**src/rtl/booth_mul.sv**
```systemverilog
// Unsigned 32x32->64 multiplier: radix-4 Booth recoding of b, carry-save reduction of
// 17 partial-product rows, one carry-propagate add, registered product.
module booth_mul (
  input  logic        clk,
  input  logic        rst,
  input  logic [31:0] a,
  input  logic [31:0] b,
  output logic [63:0] m,
  output logic [63:0] shift0,
  output logic [63:0] shift1,
  output logic [63:0] shift2,
  output logic [63:0] shift3,
  output logic [63:0] shift4,
  output logic [63:0] shift5,
  output logic [63:0] shift6,
  output logic [63:0] shift7,
  output logic [63:0] shift8,
  output logic [63:0] shift9,
  output logic [63:0] shift10,
  output logic [63:0] shift11,
  output logic [63:0] shift12,
  output logic [63:0] shift13,
  output logic [63:0] shift14,
  output logic [63:0] shift15
);

  // Carry output of a 3:2 compressor, already aligned one bit left.
  function automatic logic [63:0] csa_carry(input logic [63:0] x, input logic [63:0] y,
                                            input logic [63:0] z);
    logic [63:0] maj;
    maj = (x & y) | (x & z) | (y & z);
    return {maj[62:0], 1'b0};
  endfunction

  // b with the implicit b[-1] = 0 appended so every digit sees a full triplet.
  logic [32:0] b_ext;
  assign b_ext = {b, 1'b0};

  logic [63:0] pp [17];

  for (genvar i = 0; i < 16; i++) begin : g_booth
    logic [2:0]  trip;
    logic        zero;
    logic        one;
    logic        two;
    logic        neg;
    logic [33:0] a_pos;
    logic [33:0] a_sgn;
    logic [33:0] pp_raw;
    logic [63:0] pp_ext;

    assign trip = b_ext[2*i+2 : 2*i];

    always_comb begin
      zero = 1'b0;
      one  = 1'b0;
      two  = 1'b0;
      neg  = 1'b0;
      unique case (trip)
        3'b000, 3'b111: zero = 1'b1;
        3'b001, 3'b010: one  = 1'b1;
        3'b011:         two  = 1'b1;
        3'b100: begin
          two = 1'b1;
          neg = 1'b1;
        end
        3'b101, 3'b110: begin
          one = 1'b1;
          neg = 1'b1;
        end
        default:        zero = 1'b1;
      endcase
    end

    assign a_pos = {2'b00, a};
    assign a_sgn = neg ? (~a_pos + 34'd1) : a_pos;

    always_comb begin
      pp_raw = '0;
      if (!zero) begin
        if (two) begin
          pp_raw = {a_sgn[32:0], 1'b0};
        end else if (one) begin
          pp_raw = a_sgn;
        end
      end
    end

    assign pp_ext = {{30{pp_raw[33]}}, pp_raw};
    assign pp[i]  = pp_ext << (2 * i);
  end : g_booth

  // Signed recoding treats b as two's complement; add a*2^32 back when b[31] is set.
  assign pp[16] = b[31] ? {a, 32'h0} : 64'h0;

  assign shift0  = pp[0];
  assign shift1  = pp[1];
  assign shift2  = pp[2];
  assign shift3  = pp[3];
  assign shift4  = pp[4];
  assign shift5  = pp[5];
  assign shift6  = pp[6];
  assign shift7  = pp[7];
  assign shift8  = pp[8];
  assign shift9  = pp[9];
  assign shift10 = pp[10];
  assign shift11 = pp[11];
  assign shift12 = pp[12];
  assign shift13 = pp[13];
  assign shift14 = pp[14];
  assign shift15 = pp[15];

  // Reduction: 17 -> 12 -> 8 -> 6 -> 4 -> 3 -> 2 rows.
  logic [63:0] l1 [12];
  logic [63:0] l2 [8];
  logic [63:0] l3 [6];
  logic [63:0] l4 [4];
  logic [63:0] l5 [3];
  logic [63:0] l6 [2];

  for (genvar k = 0; k < 5; k++) begin : g_l1
    assign l1[2*k]   = pp[3*k] ^ pp[3*k+1] ^ pp[3*k+2];
    assign l1[2*k+1] = csa_carry(pp[3*k], pp[3*k+1], pp[3*k+2]);
  end : g_l1
  assign l1[10] = pp[15];
  assign l1[11] = pp[16];

  for (genvar k = 0; k < 4; k++) begin : g_l2
    assign l2[2*k]   = l1[3*k] ^ l1[3*k+1] ^ l1[3*k+2];
    assign l2[2*k+1] = csa_carry(l1[3*k], l1[3*k+1], l1[3*k+2]);
  end : g_l2

  for (genvar k = 0; k < 2; k++) begin : g_l3
    assign l3[2*k]   = l2[3*k] ^ l2[3*k+1] ^ l2[3*k+2];
    assign l3[2*k+1] = csa_carry(l2[3*k], l2[3*k+1], l2[3*k+2]);
  end : g_l3
  assign l3[4] = l2[6];
  assign l3[5] = l2[7];

  for (genvar k = 0; k < 2; k++) begin : g_l4
    assign l4[2*k]   = l3[3*k] ^ l3[3*k+1] ^ l3[3*k+2];
    assign l4[2*k+1] = csa_carry(l3[3*k], l3[3*k+1], l3[3*k+2]);
  end : g_l4

  assign l5[0] = l4[0] ^ l4[1] ^ l4[2];
  assign l5[1] = csa_carry(l4[0], l4[1], l4[2]);
  assign l5[2] = l4[3];

  assign l6[0] = l5[0] ^ l5[1] ^ l5[2];
  assign l6[1] = csa_carry(l5[0], l5[1], l5[2]);

  logic [63:0] m_d;
  logic [63:0] m_q;

  assign m_d = l6[0] + l6[1];

  always_ff @(posedge clk or posedge rst) begin
    if (rst) begin
      m_q <= 64'h0;
    end else begin
      m_q <= m_d;
    end
  end

  assign m = m_q;

endmodule

```
**config.mk**
```make
export PLATFORM = sky130hd
export DESIGN_NAME = booth_mul
export DESIGN_NICKNAME = d
export VERILOG_FILES = /design/src/rtl/booth_mul.sv
export SDC_FILE = /design/constraint.sdc
export NUM_CORES = 2
export LEC_CHECK = 0
export BUFFER_PORTS_ARGS = -buffer_cell sky130_fd_sc_hd__buf_4
export CAP_MARGIN = 10
export CELL_PAD_IN_SITES_DETAIL_PLACEMENT = 1
export CELL_PAD_IN_SITES_GLOBAL_PLACEMENT = 1
export CORE_AREA = 2 2 456 458
export DETAILED_ROUTE_END_ITERATION = 10
export DIE_AREA = 0 0 458 460
export GPL_TIMING_DRIVEN = 0
export PLACE_DENSITY_LB_ADDON = 0.1
export SLEW_MARGIN = 20
export SYNTH_ARGS = -nofsm -noshare
export SYNTH_HDL_FRONTEND = slang
export SYNTH_SLANG_ARGS = --single-unit
```
**constraint.sdc**
```tcl
create_clock -name clk -period 3.65 [get_ports clk]
set_input_delay 0.365 -clock clk [delete_from_list [all_inputs] [get_ports clk]]
set_output_delay 0.365 -clock clk [all_outputs]
set_load 0.1 [all_outputs]
```
After elaboration in Yosys (flattened, before gate mapping) --
Cells that the tools add are included. W data, S select, Z words.
Storage, ports and cells: input bits 66, memory bits (read-only) 0, logic and storage cells 424, register bits 64, memories kept 0, bits in latches 0, memory bits (writable) 0
Cells by class: reduce and logical (&&, ||, !) cells 78, equal/unequal tests 108, shift-type cells 0, add/sub/neg operators 2, mux-type cells 129, $mul 0, $lt $le $gt $ge 0, div/mod/pow operators 0, bitwise operators 106
Operator list (number):
- $and A63 B63 Y63 | 45
- $mux W34 | 64
- $xor A64 B64 Y64 | 30
- $or A63 B63 Y63 | 30
- $eq A3 B3 Y1 const B | 60
- $eq A3 B2 Y1 const B | 30
- $add A64 B64 Y64 | 1
- $mux W1 | 64
- $mux W64 | 1
- $reduce_or A2 Y1 | 32
- $reduce_or A4 Y1 | 15
- $logic_not A3 Y1 | 16
- $eq A3 B1 Y1 const B | 15
- $reduce_or A3 Y1 | 15
- $add A34 B1 Y34 const B | 1
- $not A32 Y34 | 1
- $eq A2 B2 Y1 const B | 2
- $eq A2 B1 Y1 const B | 1

Longest topological paths before layout --
depth in word-level cells 26, gate-level depth with buffers 35, depth with buffers taken out 32

Least setup slack after synthesis --
OpenSTA, ideal clock, no wires.
kind input -> register, start in a[1], end reg m_q[62], in the netlist m[62], stages on the path 32, setup time 79 ps, path slack -7041 ps, buffers on the path 4, required time 3571 ps, arrival time 10612 ps, path through inv_1 -> clkbuf_1 -> ha_1 -> nor3b_2 -> and4_1 -> buf_2 -> nand4_1 -> clkbuf_1 -> nor2_1 -> nor2_1 -> xnor2_1 -> nor2_1 -> a21oi_1 -> o32ai_1 -> fa_1 -> fa_1 -> inv_1 -> fa_1 -> fa_1 -> fa_1 -> inv_1 -> fa_1 -> ha_1 -> clkbuf_1 -> and4_1 -> and3_1 -> nand2_1 -> or3_1 -> o211ai_1 -> a41oi_1 -> o21ai_0 -> xor2_1
On the way: elaborated cells on any way between the ends 173, those cells by class add/sub: 2; mux: 65; bitwise: 106
RTL lines:
- start, declared | line 6 | input logic [31:0] a,
- $not A32 Y34 * | line 76 | assign a_sgn = neg ? (~a_pos + 34'd1) : a_pos;
- $add A34 B1 Y34 * | line 76
- $mux W34 * | line 76
- $mux W34 | line 83 | end else if (one) begin
- $mux W34 * | line 81 | if (two) begin
- $mux W34 * | line 80 | if (!zero) begin
- named net shift9[44] | line 18 | output logic [63:0] shift9,
- $and A63 B63 Y63 | line 31 | maj = (x & y) | (x & z) | (y & z);
- [6 not listed]
- $or A63 B63 Y63 (2 in series) | line 31
- $xor A64 B64 Y64 (2 in series) | line 141 | assign l4[2*k] = l3[3*k] ^ l3[3*k+1] ^ l3[3*k+2];
- $and A63 B63 Y63 | line 31
- $or A63 B63 Y63 (2 in series) | line 31
- $and A63 B63 Y63 | line 31
- $or A63 B63 Y63 (2 in series) | line 31
- $add A64 B64 Y64 * | line 155 | assign m_d = l6[0] + l6[1];
- named net m_d[62] | line 152 | logic [63:0] m_d;
- end signal, assigned | line 161 | m_q <= m_d;
- end, declared | line 153 | logic [63:0] m_q;
The timed path passes the listed nets; every way through them passes the cells marked *.

Worst setup path in the final report --
start in a[0], end reg m_q[62], in the netlist m[62]
On the way: word-level cells in the longest chain between the ends 25, elaborated cells on any way between the ends 173, those cells by class add/sub: 2; mux: 65; bitwise: 106
RTL lines (line):
- $not A32 Y34 | 76
- $add A34 B1 Y34 | 76
- $mux W34 | 76
- $mux W34 | 83
- $mux W34 | 81
- $mux W34 | 80
- $and A63 B63 Y63 | 31
- $or A63 B63 Y63 (2 in series) | 31
- [6 not listed]
- $and A63 B63 Y63 | 31
- $or A63 B63 Y63 (2 in series) | 31
- $and A63 B63 Y63 | 31
- $or A63 B63 Y63 (2 in series) | 31
- $and A63 B63 Y63 | 31
- $or A63 B63 Y63 (2 in series) | 31
- $add A64 B64 Y64 * | 155
- named net m_d[62] | 152
Marks and branches as above.

==> flow_summary.ini <==
[global_route]
grt_use_total_pct = 27.96
grt_max_degree = 36
grt_pass1_wl_mm = 396.6
grt_pass1_vias = 41790
antenna_found_initial = 13
grt-ovfl-total = 0

[routing]
route.detailed.drc = 0
drt_first_pass_iters = 5
ant_nets = 0
post_drt_via_cell_ratio = 4.592
drtIter0Drc = 2513
routedWlPerCell_um = 34.23
wl_mm = 303.5
via_count = 40700

[placement]
port_buffers = 893
dp_hpwl_mm = 264.5
gp_congestion = 0.9650

[timing]
tightest_slew_ns = 1.227
max_freq_mhz = 118.6
finalHoldViolCount = 0
finalSetupViolCount = 697
drv_slew = 0
grt_setup_unrepaired = yes
holdWs_ns = 0.5152
period_share_pct = 231.1
max_slew_margin_pct = 18.19
fin_ws_ns = -4.785
min_period_ns = 8.435

[flow_run]
drv_cap = 0

[synth]
synth_top_cell_by_area = fa_1
synth_cell_type_count = 80
ys.flop_type = dfrtp_1
syn_inst = 4691
synth-compound-area-share_pct = 15.50
synth_edf_count = 0
netlist_area_sq_um = 37320
synthXorXnorAreaFrac_pct = 11.66
synthAdderAreaFrac_pct = 36.24
ys_ff_latch = 64
netlist.area_leader.share_pct = 29.93
synth.area.mux_share_pct = 0.2783
synthSimpleGateAreaFrac_pct = 11.52
seq_area_frac_synth_pct = 4.291
post_synth.cell_area_avg_sq_um = 7.956
ys_top_cells_by_area = fa_1, buf_4, xnor2_1
async_flop_share_pct = 100.0
synth_top_family_by_area = adder cells
ys.warnings.count = 0

[critical_path]
max_stage_delay_ns = 0.73
crit_required_ns = 4.01
cp-start-kind = input pin
cp_data_arrival_time_ns = 8.80
worst-path-buf-inv = 12
crit_type = in -> reg
cp_max_fo = 6
cp_top_family = adder cells
slowest_stage = fa_2
crit_top_cell = fa_1
end_kind = flip-flop

[clock_network]
cts_root_buf = clkbuf_16
cts_buffer_depth = 2
numCtsBuffers = 9
cts_tree = yes
clk_pin_slew_ns = 0.08
cts_num_sinks = 64
htreeDepth = 3

[floorplanning]
fp.dieH_um = 460
die_area_sq_um = 210700
chipWidth_um = 458
start_util_pct = 18.11
ioPinCount = 1154
rows = 167
core_region_area_sq_um = 206000

[finish]
final_common_cell = buf_4
area_delta_synth_final_pct = 66.27
largest_reg_flops = 64
fin_nets = 6961
drive_gt1_share_pct = 49.32
layout_common_cells = buf_4, inv_1, fa_1, nor2_1, xnor2_1

[status]
violations = negative setup slack
status = complete, but fails checks

[min_path]
holdCritPathClass = in -> async
==> through the flow <==
stage | setup slack [ns] | area, sq um | cells | utilization (%) | setup TNS, ns
3_5_place_dp | -9.045 | 54520 | 8539 | 26.46 | -1578.89
6_report | -4.785 | 62050 | 8865 | 30.12 | -385.06
5_1_grt | -5.003 | 62040 | 8859 | 30.11 | -425.36
3_3_place_gp | -9.587 | 54180 | 8527 | 26.30 | -1916.15
2_1_floorplan | -5.232 | 44090 | 4930 | - | -262.72
4_1_cts | -4.838 | 60200 | 8770 | 29.22 | -374.14
==> repair_timing <==
action / 4_1_cts / 5_1_grt
buffers inserted: 224 / 90
hold endpoints to repair: 14 / 0
resized for setup: 747 / 289
hold buffers: 1 / 0
cloned: 6 / 2
pin swaps: 211 / 141
endpoints found under the setup margin: 816 / 760
==> cells by family after synthesis <==
| group | count (synthesis) |
|---|---|
| fa+ha+maj | 746 |
| compound gates | 891 |
| simple gates | 976 |
| other cells | 1 |
| xor+xnor | 495 |
| mux | 10 |
| flops | 64 |
| buf+inv | 1508 |
==> area by class of cell <==
type                    count  area, sq um
multi-input cells        3360        37640
diodes                      7        17.52
fillers                 23730       144000
flip-flops and latches     64         1602
inverters                 662         2536
well taps                2704         3383
repair buffers           1220        10340
clock inverters             7        71.32
plain buffers             830         6218
repair inverters            2        15.01
clock buffers               9        225.2
==> layer usage <==
metal	vias to the layer above	global-route usage, %	wire length, um
li1	17400	-	-
met4	12	14.78	20590
met3	400	5.286	18860
met5	-	0	76
met1	21160	34.18	122800
met2	1736	46.46	141200
==> cell usage after synthesis, drive strengths merged, types with 5 or more instances <==
master and number:
clkbuf 241, buf 605, a211oi 9, nor3b 11, o211ai 11, nand2 193, o32a 10, ha 188
or2 12, o21ai 90, a21oi 169, o22a 85, mux2i 7, o221ai 7, and2 42, nand4 17
a32o 6, a22oi 23, dfrtp 64, xnor2 408, inv 660, fa 558, a31oi 6, o21a 9
and3 9, or3 18, o21bai 8, nor2b 10, nor4 7, a21o 16, o22ai 384, o32ai 12
nor2 535, nand2b 26, nand3b 5, nor3 49, o31ai 9, nand3 29, xor2 87
==> worst max path at each step <==
| stage | start | cells past startpoint | slack, ns | end |
|---|---|---|---|---|
| 2_1_floorplan | a[2] | 33 | -5.23 | m[61] |
| 3_3_place_gp | a[15] | 32 | -9.59 | m[62] |
| 3_5_place_dp | a[15] | 32 | -9.04 | m[62] |
| 4_1_cts | a[2] | 35 | -4.84 | m[62] |
| 5_1_grt | a[2] | 35 | -5.00 | m[62] |
| 6_report | a[0] | 35 | -4.78 | m[62] |
Power is left out: the tool's default activity adds up to more than one toggle a clock period on the data nets, which glitch-free logic cannot reach.
